**src/rtl/alu_issue_ctrl_if.sv**
```systemverilog
`default_nettype none
// ============================================================================
//  Module   : alu_issue_ctrl_if
//  Purpose  : Bundle of every signal around alu_issue_ctrl: the command
//             handshake from the issue stage, the operand/select/result
//             path to the combinational ALU, the response handshake and
//             the error counter.
//  Modports :
//    slave  - the issue controller: consumes commands and ALU results,
//             drives ALU operands/select, responses and err_cnt.
//    master - the surrounding environment: issue stage, ALU and response
//             consumer.
//  Params   : WIDTH (operand/result width), TAG_W (command tag width).
//  Revision : 1.0  initial release
// ============================================================================
interface alu_issue_ctrl_if #(
    parameter int WIDTH = 32,
    parameter int TAG_W = 4
);
    // Command channel
    logic             cmd_valid;
    logic             cmd_ready;
    logic [5:0]       cmd_funct;
    logic [WIDTH-1:0] cmd_a;
    logic [WIDTH-1:0] cmd_b;
    logic [TAG_W-1:0] cmd_tag;

    // ALU path
    logic [WIDTH-1:0] alu_a;
    logic [WIDTH-1:0] alu_b;
    logic [3:0]       alu_sel;
    logic [WIDTH-1:0] alu_res;
    logic             alu_zero;

    // Response channel
    logic             rsp_valid;
    logic             rsp_ready;
    logic [WIDTH-1:0] rsp_data;
    logic             rsp_zero;
    logic             rsp_err;
    logic [TAG_W-1:0] rsp_tag;

    // Status
    logic [7:0]       err_cnt;

    modport slave (
        input  cmd_valid, cmd_funct, cmd_a, cmd_b, cmd_tag,
        output cmd_ready,
        output alu_a, alu_b, alu_sel,
        input  alu_res, alu_zero,
        output rsp_valid, rsp_data, rsp_zero, rsp_err, rsp_tag,
        input  rsp_ready,
        output err_cnt
    );

    modport master (
        output cmd_valid, cmd_funct, cmd_a, cmd_b, cmd_tag,
        input  cmd_ready,
        input  alu_a, alu_b, alu_sel,
        output alu_res, alu_zero,
        input  rsp_valid, rsp_data, rsp_zero, rsp_err, rsp_tag,
        output rsp_ready,
        input  err_cnt
    );
endinterface
`default_nettype wire

```
**src/rtl/alu_issue_ctrl.sv**
```systemverilog
`default_nettype none
// ============================================================================
//  Module   : alu_issue_ctrl
//  Purpose  : Initiator-side front end for the 32-bit combinational ALU.
//             Accepts R-type commands over valid/ready, decodes funct into
//             the ALU select, drives registered operands into the ALU and
//             captures res/zero into a response register. Illegal funct
//             codes (and optionally divide-by-zero) are answered with an
//             error response and never reach the ALU.
//  Ports    :
//    clk            - single clock, rising edge
//    rst            - synchronous active-high reset
//    bus (slave)    - cmd_* handshake in, alu_a/alu_b/alu_sel out,
//                     alu_res/alu_zero in, rsp_* handshake out, err_cnt out
//  Params   : WIDTH (must match the ALU and the interface), TAG_W
//  Config   : ALU_ISSUE_DIVZERO_CHECK_EN - when defined, funct 0x1A with
//             cmd_b == 0 is rejected as an error instead of being issued.
//  Revision : 1.0  initial release
// ============================================================================
module alu_issue_ctrl #(
    parameter int WIDTH = 32,
    parameter int TAG_W = 4
) (
    input  logic             clk,
    input  logic             rst,
    alu_issue_ctrl_if.slave  bus
);

    // ------------------------------------------------------------------
    // Funct codes and ALU selects
    // ------------------------------------------------------------------
    localparam logic [5:0] c_FN_ADD = 6'h20;
    localparam logic [5:0] c_FN_SUB = 6'h22;
    localparam logic [5:0] c_FN_MUL = 6'h18;
    localparam logic [5:0] c_FN_DIV = 6'h1A;
    localparam logic [5:0] c_FN_AND = 6'h24;
    localparam logic [5:0] c_FN_OR  = 6'h25;
    localparam logic [5:0] c_FN_XOR = 6'h26;
    localparam logic [5:0] c_FN_NOT = 6'h27;
    localparam logic [5:0] c_FN_SLT = 6'h2A;

    localparam logic [3:0] c_SEL_ADD = 4'b0000;
    localparam logic [3:0] c_SEL_SUB = 4'b0001;
    localparam logic [3:0] c_SEL_MUL = 4'b0010;
    localparam logic [3:0] c_SEL_DIV = 4'b0011;
    localparam logic [3:0] c_SEL_AND = 4'b0100;
    localparam logic [3:0] c_SEL_OR  = 4'b0101;
    localparam logic [3:0] c_SEL_XOR = 4'b0110;
    localparam logic [3:0] c_SEL_NOT = 4'b0111;
    localparam logic [3:0] c_SEL_SLT = 4'b1000;

    localparam logic [7:0] c_ERR_MAX = 8'hFF;

    typedef enum logic [1:0] {
        S_IDLE  = 2'd0,
        S_ISSUE = 2'd1,
        S_RESP  = 2'd2
    } state_t;

    // ------------------------------------------------------------------
    // Registers
    // ------------------------------------------------------------------
    state_t           r_state;
    logic             r_cmd_ready;
    logic             r_rsp_valid;
    logic [WIDTH-1:0] r_alu_a;
    logic [WIDTH-1:0] r_alu_b;
    logic [3:0]       r_alu_sel;
    logic [TAG_W-1:0] r_tag;
    logic [WIDTH-1:0] r_rsp_data;
    logic             r_rsp_zero;
    logic             r_rsp_err;
    logic [TAG_W-1:0] r_rsp_tag;
    logic [7:0]       r_err_cnt;

    // ------------------------------------------------------------------
    // Decode
    // ------------------------------------------------------------------
    logic [3:0] w_sel;
    logic       w_legal;
    logic       w_divzero;
    logic       w_reject;

    always_comb begin
        w_sel   = c_SEL_ADD;
        w_legal = 1'b1;
        case (bus.cmd_funct)
            c_FN_ADD: w_sel = c_SEL_ADD;
            c_FN_SUB: w_sel = c_SEL_SUB;
            c_FN_MUL: w_sel = c_SEL_MUL;
            c_FN_DIV: w_sel = c_SEL_DIV;
            c_FN_AND: w_sel = c_SEL_AND;
            c_FN_OR:  w_sel = c_SEL_OR;
            c_FN_XOR: w_sel = c_SEL_XOR;
            c_FN_NOT: w_sel = c_SEL_NOT;
            c_FN_SLT: w_sel = c_SEL_SLT;
            default:  w_legal = 1'b0;
        endcase
    end

`ifdef ALU_ISSUE_DIVZERO_CHECK_EN
    assign w_divzero = (bus.cmd_funct == c_FN_DIV) && (bus.cmd_b == '0);
`else
    assign w_divzero = 1'b0;
`endif

    assign w_reject = !w_legal || w_divzero;

    // ------------------------------------------------------------------
    // Control FSM with registered outputs.
    // cmd_ready/rsp_valid are kept as flops that track the next state so
    // the handshake outputs come straight from registers.
    // ------------------------------------------------------------------
    always_ff @(posedge clk) begin
        if (rst) begin
            r_state     <= S_IDLE;
            r_cmd_ready <= 1'b1;
            r_rsp_valid <= 1'b0;
            r_alu_a     <= '0;
            r_alu_b     <= '0;
            r_alu_sel   <= c_SEL_ADD;
            r_tag       <= '0;
            r_rsp_data  <= '0;
            r_rsp_zero  <= 1'b0;
            r_rsp_err   <= 1'b0;
            r_rsp_tag   <= '0;
            r_err_cnt   <= '0;
        end else begin
            case (r_state)
                S_IDLE: begin
                    if (bus.cmd_valid) begin
                        r_cmd_ready <= 1'b0;
                        if (w_reject) begin
                            // Rejected commands answer immediately and
                            // leave the ALU operand registers untouched.
                            r_rsp_data  <= '0;
                            r_rsp_zero  <= 1'b1;
                            r_rsp_err   <= 1'b1;
                            r_rsp_tag   <= bus.cmd_tag;
                            r_rsp_valid <= 1'b1;
                            if (r_err_cnt != c_ERR_MAX) begin
                                r_err_cnt <= r_err_cnt + 8'd1;
                            end
                            r_state <= S_RESP;
                        end else begin
                            r_alu_a   <= bus.cmd_a;
                            r_alu_b   <= bus.cmd_b;
                            r_alu_sel <= w_sel;
                            r_tag     <= bus.cmd_tag;
                            r_state   <= S_ISSUE;
                        end
                    end
                end

                S_ISSUE: begin
                    // The ALU has had a full cycle to settle on the
                    // registered operands.
                    r_rsp_data  <= bus.alu_res;
                    r_rsp_zero  <= bus.alu_zero;
                    r_rsp_err   <= 1'b0;
                    r_rsp_tag   <= r_tag;
                    r_rsp_valid <= 1'b1;
                    r_state     <= S_RESP;
                end

                S_RESP: begin
                    // Ready only returns after the consume edge, so a new
                    // command cannot be taken in the same cycle.
                    if (bus.rsp_ready) begin
                        r_rsp_valid <= 1'b0;
                        r_cmd_ready <= 1'b1;
                        r_state     <= S_IDLE;
                    end
                end

                default: begin
                    r_rsp_valid <= 1'b0;
                    r_cmd_ready <= 1'b1;
                    r_state     <= S_IDLE;
                end
            endcase
        end
    end

    // ------------------------------------------------------------------
    // Outputs
    // ------------------------------------------------------------------
    assign bus.cmd_ready = r_cmd_ready;
    assign bus.alu_a     = r_alu_a;
    assign bus.alu_b     = r_alu_b;
    assign bus.alu_sel   = r_alu_sel;
    assign bus.rsp_valid = r_rsp_valid;
    assign bus.rsp_data  = r_rsp_data;
    assign bus.rsp_zero  = r_rsp_zero;
    assign bus.rsp_err   = r_rsp_err;
    assign bus.rsp_tag   = r_rsp_tag;
    assign bus.err_cnt   = r_err_cnt;

endmodule
`default_nettype wire

```
**src/flat_wrapper.sv**
```systemverilog
// flat-port wrapper written by rule: the top's interface ports become plain ports
module alu_issue_ctrl_flat 
#(
    parameter int WIDTH = 32,
    parameter int TAG_W = 4
)
  (clk, rst, bus_cmd_valid, bus_cmd_funct, bus_cmd_a, bus_cmd_b, bus_cmd_tag, bus_cmd_ready, bus_alu_a, bus_alu_b, bus_alu_sel, bus_alu_res, bus_alu_zero, bus_rsp_valid, bus_rsp_data, bus_rsp_zero, bus_rsp_err, bus_rsp_tag, bus_rsp_ready, bus_err_cnt);
  alu_issue_ctrl_if #(.WIDTH(WIDTH), .TAG_W(TAG_W)) bus_i ();
  input  logic clk;
  input  logic rst;
  input wire logic [$bits(bus_i.cmd_valid)-1:0] bus_cmd_valid;
  input wire logic [$bits(bus_i.cmd_funct)-1:0] bus_cmd_funct;
  input wire logic [$bits(bus_i.cmd_a)-1:0] bus_cmd_a;
  input wire logic [$bits(bus_i.cmd_b)-1:0] bus_cmd_b;
  input wire logic [$bits(bus_i.cmd_tag)-1:0] bus_cmd_tag;
  output wire logic [$bits(bus_i.cmd_ready)-1:0] bus_cmd_ready;
  output wire logic [$bits(bus_i.alu_a)-1:0] bus_alu_a;
  output wire logic [$bits(bus_i.alu_b)-1:0] bus_alu_b;
  output wire logic [$bits(bus_i.alu_sel)-1:0] bus_alu_sel;
  input wire logic [$bits(bus_i.alu_res)-1:0] bus_alu_res;
  input wire logic [$bits(bus_i.alu_zero)-1:0] bus_alu_zero;
  output wire logic [$bits(bus_i.rsp_valid)-1:0] bus_rsp_valid;
  output wire logic [$bits(bus_i.rsp_data)-1:0] bus_rsp_data;
  output wire logic [$bits(bus_i.rsp_zero)-1:0] bus_rsp_zero;
  output wire logic [$bits(bus_i.rsp_err)-1:0] bus_rsp_err;
  output wire logic [$bits(bus_i.rsp_tag)-1:0] bus_rsp_tag;
  input wire logic [$bits(bus_i.rsp_ready)-1:0] bus_rsp_ready;
  output wire logic [$bits(bus_i.err_cnt)-1:0] bus_err_cnt;
  assign bus_i.cmd_valid = bus_cmd_valid;
  assign bus_i.cmd_funct = bus_cmd_funct;
  assign bus_i.cmd_a = bus_cmd_a;
  assign bus_i.cmd_b = bus_cmd_b;
  assign bus_i.cmd_tag = bus_cmd_tag;
  assign bus_cmd_ready = bus_i.cmd_ready;
  assign bus_alu_a = bus_i.alu_a;
  assign bus_alu_b = bus_i.alu_b;
  assign bus_alu_sel = bus_i.alu_sel;
  assign bus_i.alu_res = bus_alu_res;
  assign bus_i.alu_zero = bus_alu_zero;
  assign bus_rsp_valid = bus_i.rsp_valid;
  assign bus_rsp_data = bus_i.rsp_data;
  assign bus_rsp_zero = bus_i.rsp_zero;
  assign bus_rsp_err = bus_i.rsp_err;
  assign bus_rsp_tag = bus_i.rsp_tag;
  assign bus_i.rsp_ready = bus_rsp_ready;
  assign bus_err_cnt = bus_i.err_cnt;
  alu_issue_ctrl #(.WIDTH(WIDTH), .TAG_W(TAG_W)) u_core (.clk(clk), .rst(rst), .bus(bus_i));
endmodule
```
**config.mk**
```make
export PLATFORM = sky130hd
export DESIGN_NAME = alu_issue_ctrl_flat
export DESIGN_NICKNAME = d
export VERILOG_FILES = /design/src/rtl/alu_issue_ctrl_if.sv /design/src/rtl/alu_issue_ctrl.sv /design/src/flat_wrapper.sv
export SDC_FILE = /design/constraint.sdc
export NUM_CORES = 1
export LEC_CHECK = 0
export CAP_MARGIN = 0
export CORE_MARGIN = 2
export CORE_UTILIZATION = 25
export CTS_CLUSTER_SIZE = 40
export DETAILED_ROUTE_END_ITERATION = 8
export PLACE_DENSITY = 0.52
export SYNTH_ARGS = -nofsm -noshare
export SYNTH_HDL_FRONTEND = slang
export SYNTH_SLANG_ARGS = --single-unit
export TNS_END_PERCENT = 20
```
**constraint.sdc**
```tcl
create_clock -name clk -period 4.09 [get_ports clk]
set_input_delay 0.818 -clock clk [delete_from_list [all_inputs] [get_ports clk]]
set_output_delay 0.818 -clock clk [all_outputs]
set_load 0.03 [all_outputs]
```
Word level (Yosys, flattened, before mapping)
Index checks and enable logic that the tools add are counted.

operators by class
  add/sub/neg operators = 1
  eq/ne operators = 15
  multiplexer cells = 21
  bitwise logic cells = 2
  reduce and logical (&&, ||, !) cells = 9

operators with widths
  cell                                                             count
  32-bit two-way mux                                               2
  32-bit case mux with 2 select lines                              1
  6-bit == test, second input constant                             7
  4-bit case mux with 8 select lines                               1
  6-bit by 5-bit == test with 1-bit output, second input constant  2
  3-bit AND reduction                                              4
  9-bit OR reduction                                               1
  8-bit by 1-bit adder with 8-bit output, second input constant    1
  4-bit two-way mux                                                2
  8-bit != test, second input constant                             1
  4-bit case mux with 2 select lines                               1
  1-bit two-way mux                                                6
  2-bit two-way mux                                                3
  2-bit != test, second input constant                             3
  1-bit case mux with 3 select lines                               2
  2-bit case mux with 3 select lines                               1
  1-bit case mux with 2 select lines                               2
  4-bit AND reduction                                              1
  2-bit by 1-bit == test with 1-bit output, second input constant  1
  2-bit == test, second input constant                             1
  2-bit logical NOT                                                1
  1-bit inverter                                                   2
  2-bit AND reduction                                              1
  2-bit nonzero test                                               1

word-level totals
  flip-flop bits (word level) = 122
  input port bits = 111
  logic and storage cells = 60

Longest topological paths before layout
  depth in word-level cells = 6
  depth in mapped cells = 7

Worst setup path after synthesis
Ideal clock, no wire load.

  path kind = input port to flip-flop
  from = in bus_cmd_valid
  to = reg u_core.r_err_cnt[7], in the netlist u_core.bus.err_cnt[7]
  setup time = 0.121 ns
  arrival time = 2.103 ns
  path slack = 1.866 ns
  stages on the path = 4
  buffers on the path = 0
  path through = or3b_1 -> or4b_1 -> nor3_2 -> mux2_2

on the way
  cells in the longest elaborated chain, start to end = 1

RTL lines
  what                           line                   source
  start: declaration             flat_wrapper.sv:11     input wire logic [$bits(bus_i.cmd_valid)-1:0] bus_cmd_valid;
  4-bit AND reduction (no line)  --
  end signal: assignment         alu_issue_ctrl.sv:142  r_err_cnt <= r_err_cnt + 8'd1;
  end: declaration               alu_issue_ctrl.sv:74   logic [7:0] r_err_cnt;

Every way passes these cells.
A chain may end at the register's enable or synchronous reset.

Worst setup path in the final report
  from = in bus_cmd_funct[2]
  to = reg u_core.r_alu_b[3], in the netlist u_core.bus.alu_b[3]

on the way
  cells in the longest elaborated chain, start to end = 4
  elaborated cells between the ends (all ways) = 12
  those cells by class = 9 x eq/ne; 1 x mux; 2 x reduce/logical

RTL lines
  what                                                                       line                   source
  start: declaration                                                         flat_wrapper.sv:12     input wire logic [$bits(bus_i.cmd_funct)-1:0] bus_cmd_funct;
  6-bit == test or 6-bit by 5-bit == test with 1-bit output (tied branches)  alu_issue_ctrl.sv:87   case (bus.cmd_funct)
  9-bit OR reduction (no line) *                                             --
  1-bit two-way mux *                                                        alu_issue_ctrl.sv:87
  3-bit AND reduction (no line) *                                            --
  end signal: assignment                                                     alu_issue_ctrl.sv:147  r_alu_b <= bus.cmd_b;
  end: declaration                                                           alu_issue_ctrl.sv:67   logic [WIDTH-1:0] r_alu_b;

Every way passes the cells marked *; elsewhere a longest branch is shown, timed or not.

==> flow_metrics.py <==
metrics = {
    "die": {
        "coreArea_sq_um": 19400,
        "start_util": 0.254,
        "die_x_microns": 144,
        "rows": 51,
        "io_pins": 227,
        "die_height_microns": 144,
        "dieArea_sq_um": 20900,
    },
    "grt": {
        "antenna_found_initial": 1,
        "grt_pass1_wl_microns": 26200,
        "grt_max_degree": 69,
        "grt_pass1_vias": 4940,
        "track_usage": 0.162,
        "grt-ovfl-total": 0,
    },
    "routing": {
        "dr.pass1.iters": 4,
        "num_vias": 5088,
        "drtAntennaViolNets": 0,
        "drc": 0,
        "wl_microns": 17500,
        "vias_per_cell": 5.05,
        "drt_iter0_drc": 235,
        "wire_per_inst_microns": 17.4,
    },
    "clocking": {
        "clk_pin_slew_worst_paths_ns": 0.06,
        "clock_path_buffers": 2,
        "numCtsBuffers": 17,
        "post-cts-setup-buffers": 0,
        "postCtsHoldBufs": 0,
        "cts_tree": "done",
        "insertion_delay_ns": 0.41,
        "clock-sinks": 122,
        "cts_resized": 0,
        "root_buffer": "clkbuf_16",
        "htreeDepth": 4,
    },
    "logic_synthesis": {
        "ys_ff_latch": 122,
        "syn_area_per_cell_sq_um": 9.32,
        "synth_seq_area_share": 0.496,
        "synth_area_sq_um": 4930,
        "synth_cell_type_count": 48,
        "synth_nets": 641,
        "yosysWarnings": 0,
        "synth-edff-count": 0,
        "yosys_most_used_dff": "dfxtp_1",
        "synth-async-reset-ratio": 0,
        "synth_cells": 529,
    },
    "sta": {
        "max_freq_ghz": 0.351,
        "fin_ws_ns": 1.24,
        "tightest_slew_ns": 0.757,
        "fin_skew_ns": 0.00545,
        "min_period_ns": 2.85,
        "layout_worst_path_cycle_share": 0.696,
        "hold_viol_final": 0,
        "fin_tns_setup_ns": 0,
        "slew_violations": 0,
        "rsz0062_at_grt": "no",
        "max_slew_margin": 0.495,
        "finalSetupViolCount": 0,
    },
    "worst_setup_path": {
        "startpoint_type": "input pin",
        "worstPathMaxFanout": 61,
        "regToRegSetupSlack_ns": 1.98,
        "arrival_ns": 3.19,
        "crit_path_start": "bus_cmd_funct[2]",
        "cp_data_required_time_ns": 4.43,
        "r2r-start": "u_core.r_state[1]",
        "r2r_cells": 5,
        "worstSetupEndpointType": "flop",
        "rr_endpoint": "u_core.bus.alu_sel[1]",
        "worstSetupPathType": "input pin to flop",
    },
    "layout": {
        "antenna_cells": 0,
        "drive_gt1_frac": 0.0836,
        "fin_util": 0.412,
        "syn_to_final_growth_pct": 62.4,
        "finalNetCount": 841,
        "final_cell_mix": "clkdlybuf4s50_1 (225), dfxtp_1 (122), nand3_1 (80)",
        "layout_commonest_cell": "clkdlybuf4s50_1",
    },
    "place": {
        "io_buffers": 226,
        "hpwl_microns": 11900,
        "place_ws_ns": 0.803,
        "gp_congestion": 0.817,
    },
    "power_and_ir_drop": {
        "power_mw": 3.16,
        "p_per_area_nw_per_um2": 395,
        "ir_drop_v": 0.000286,
        "p_leak_nw": 2.68,
    },
    "worst_hold_path": {
        "hp-class": "flop to flop",
        "min_from": "u_core.bus.alu_a[2]",
        "hold_path_end": "u_core.bus.alu_a[2]",
        "hold_depth": 2,
    },
    "flow_run": {
        "drv_cap": 0,
    },
    "run_status": {
        "status": "complete, no violations",
    },
}
final cells by class:
class | count | area [sq um]
Clock buffer | 19 | 453
Timing Repair Buffer | 239 | 2360
Clock inverter | 13 | 169
Tap cell | 265 | 332
Inverter | 3 | 11.3
Fill cell | 1934 | 11400
Multi-Input combinational cell | 346 | 2240
Sequential cell | 122 | 2440
stage by stage:
step,area [sq um],std cells,hold WS (ns)
5_1_grt,8000,1007,0.486
3_5_place_dp,7380,975,0.461
2_1_floorplan,4930,529,0.448
3_3_place_gp,7380,975,0.453
6_report,8000,1007,0.466
4_1_cts,8000,1007,0.470
how the worst max path moves through the flow:
stage	slack (ns)	end	depth (start not counted)
after CTS	1.24	u_core.bus.alu_b[3]	6
after floorplan	1.87	u_core.bus.err_cnt[7]	4
final	1.24	u_core.bus.alu_b[3]	6
after detailed placement	0.80	u_core.bus.alu_b[3]	6
after global routing	1.10	u_core.bus.alu_b[5]	6
after global placement	0.95	u_core.bus.alu_b[28]	6
cell usage after synthesis (3+ instances only):
cell type,number,area share
dfxtp_1,122,0.50
nand3_1,81,0.082
a21oi_1,73,0.074
o211ai_1,70,0.11
clkbuf_1,37,0.028
a22o_1,33,0.059
nor2_1,17,0.013
buf_2,10,0.010
nor2b_1,8,0.010
buf_1,6,0.0046
mux2_2,6,0.014
o21ai_0,5,0.0051
a311oi_1,4,0.0071
buf_6,4,0.0091
nand2_1,4,0.0030
nor4_1,4,0.0051
a211oi_1,3,0.0046
inv_1,3,0.0023
nand2b_1,3,0.0038
nand4_1,3,0.0038
worst max-delay path, stage by stage:
cell,delay (ns)
clkdlybuf4s50_1,0.65
mux2i_1,0.31
and3_4,0.68
buf_4,0.39
o211ai_1,0.14
a21oi_1,0.19
logic make-up after synthesis:
family                     Yosys count  share of synthesized area
muxes                                8                     0.0178
and+or+nand+nor                    140                      0.153
AOI/OAI and AO/OA                  197                      0.275
adders and majority gates            1                    0.00254
DFF                                122                      0.496
buffers and inverters               61                     0.0559
per-layer routing:
| layer | vias up | share of wire | track usage |
|---|---|---|---|
| li1 | 2405 | - | - |
| met1 | 2437 | 0.41 | 0.189 |
| met2 | 210 | 0.46 | 0.262 |
| met3 | 34 | 0.099 | 0.0652 |
| met4 | 2 | 0.027 | 0.0675 |
| met5 | - | 0.00069 | 0 |
state kept, by name (all words and copies together), names as in the netlist:
name,flops
u_core.bus.alu_a,32
u_core.bus.alu_b,32
u_core.bus.alu_sel,4
u_core.bus.cmd_ready,1
u_core.bus.err_cnt,8
u_core.bus.rsp_data,32
u_core.bus.rsp_err,1
u_core.bus.rsp_tag,4
u_core.bus.rsp_valid,1
u_core.bus.rsp_zero,1
u_core.r_state,2
u_core.r_tag,4
power by group:
group	leakage (nW)	total (mW)	switching, mW	internal (mW)
registers	0.987	1.23	0.0179	1.22
logic	1.40	0.364	0.189	0.175
clock network	0.292	1.57	0.572	0.994
Power figures use the tool's default switching activity.
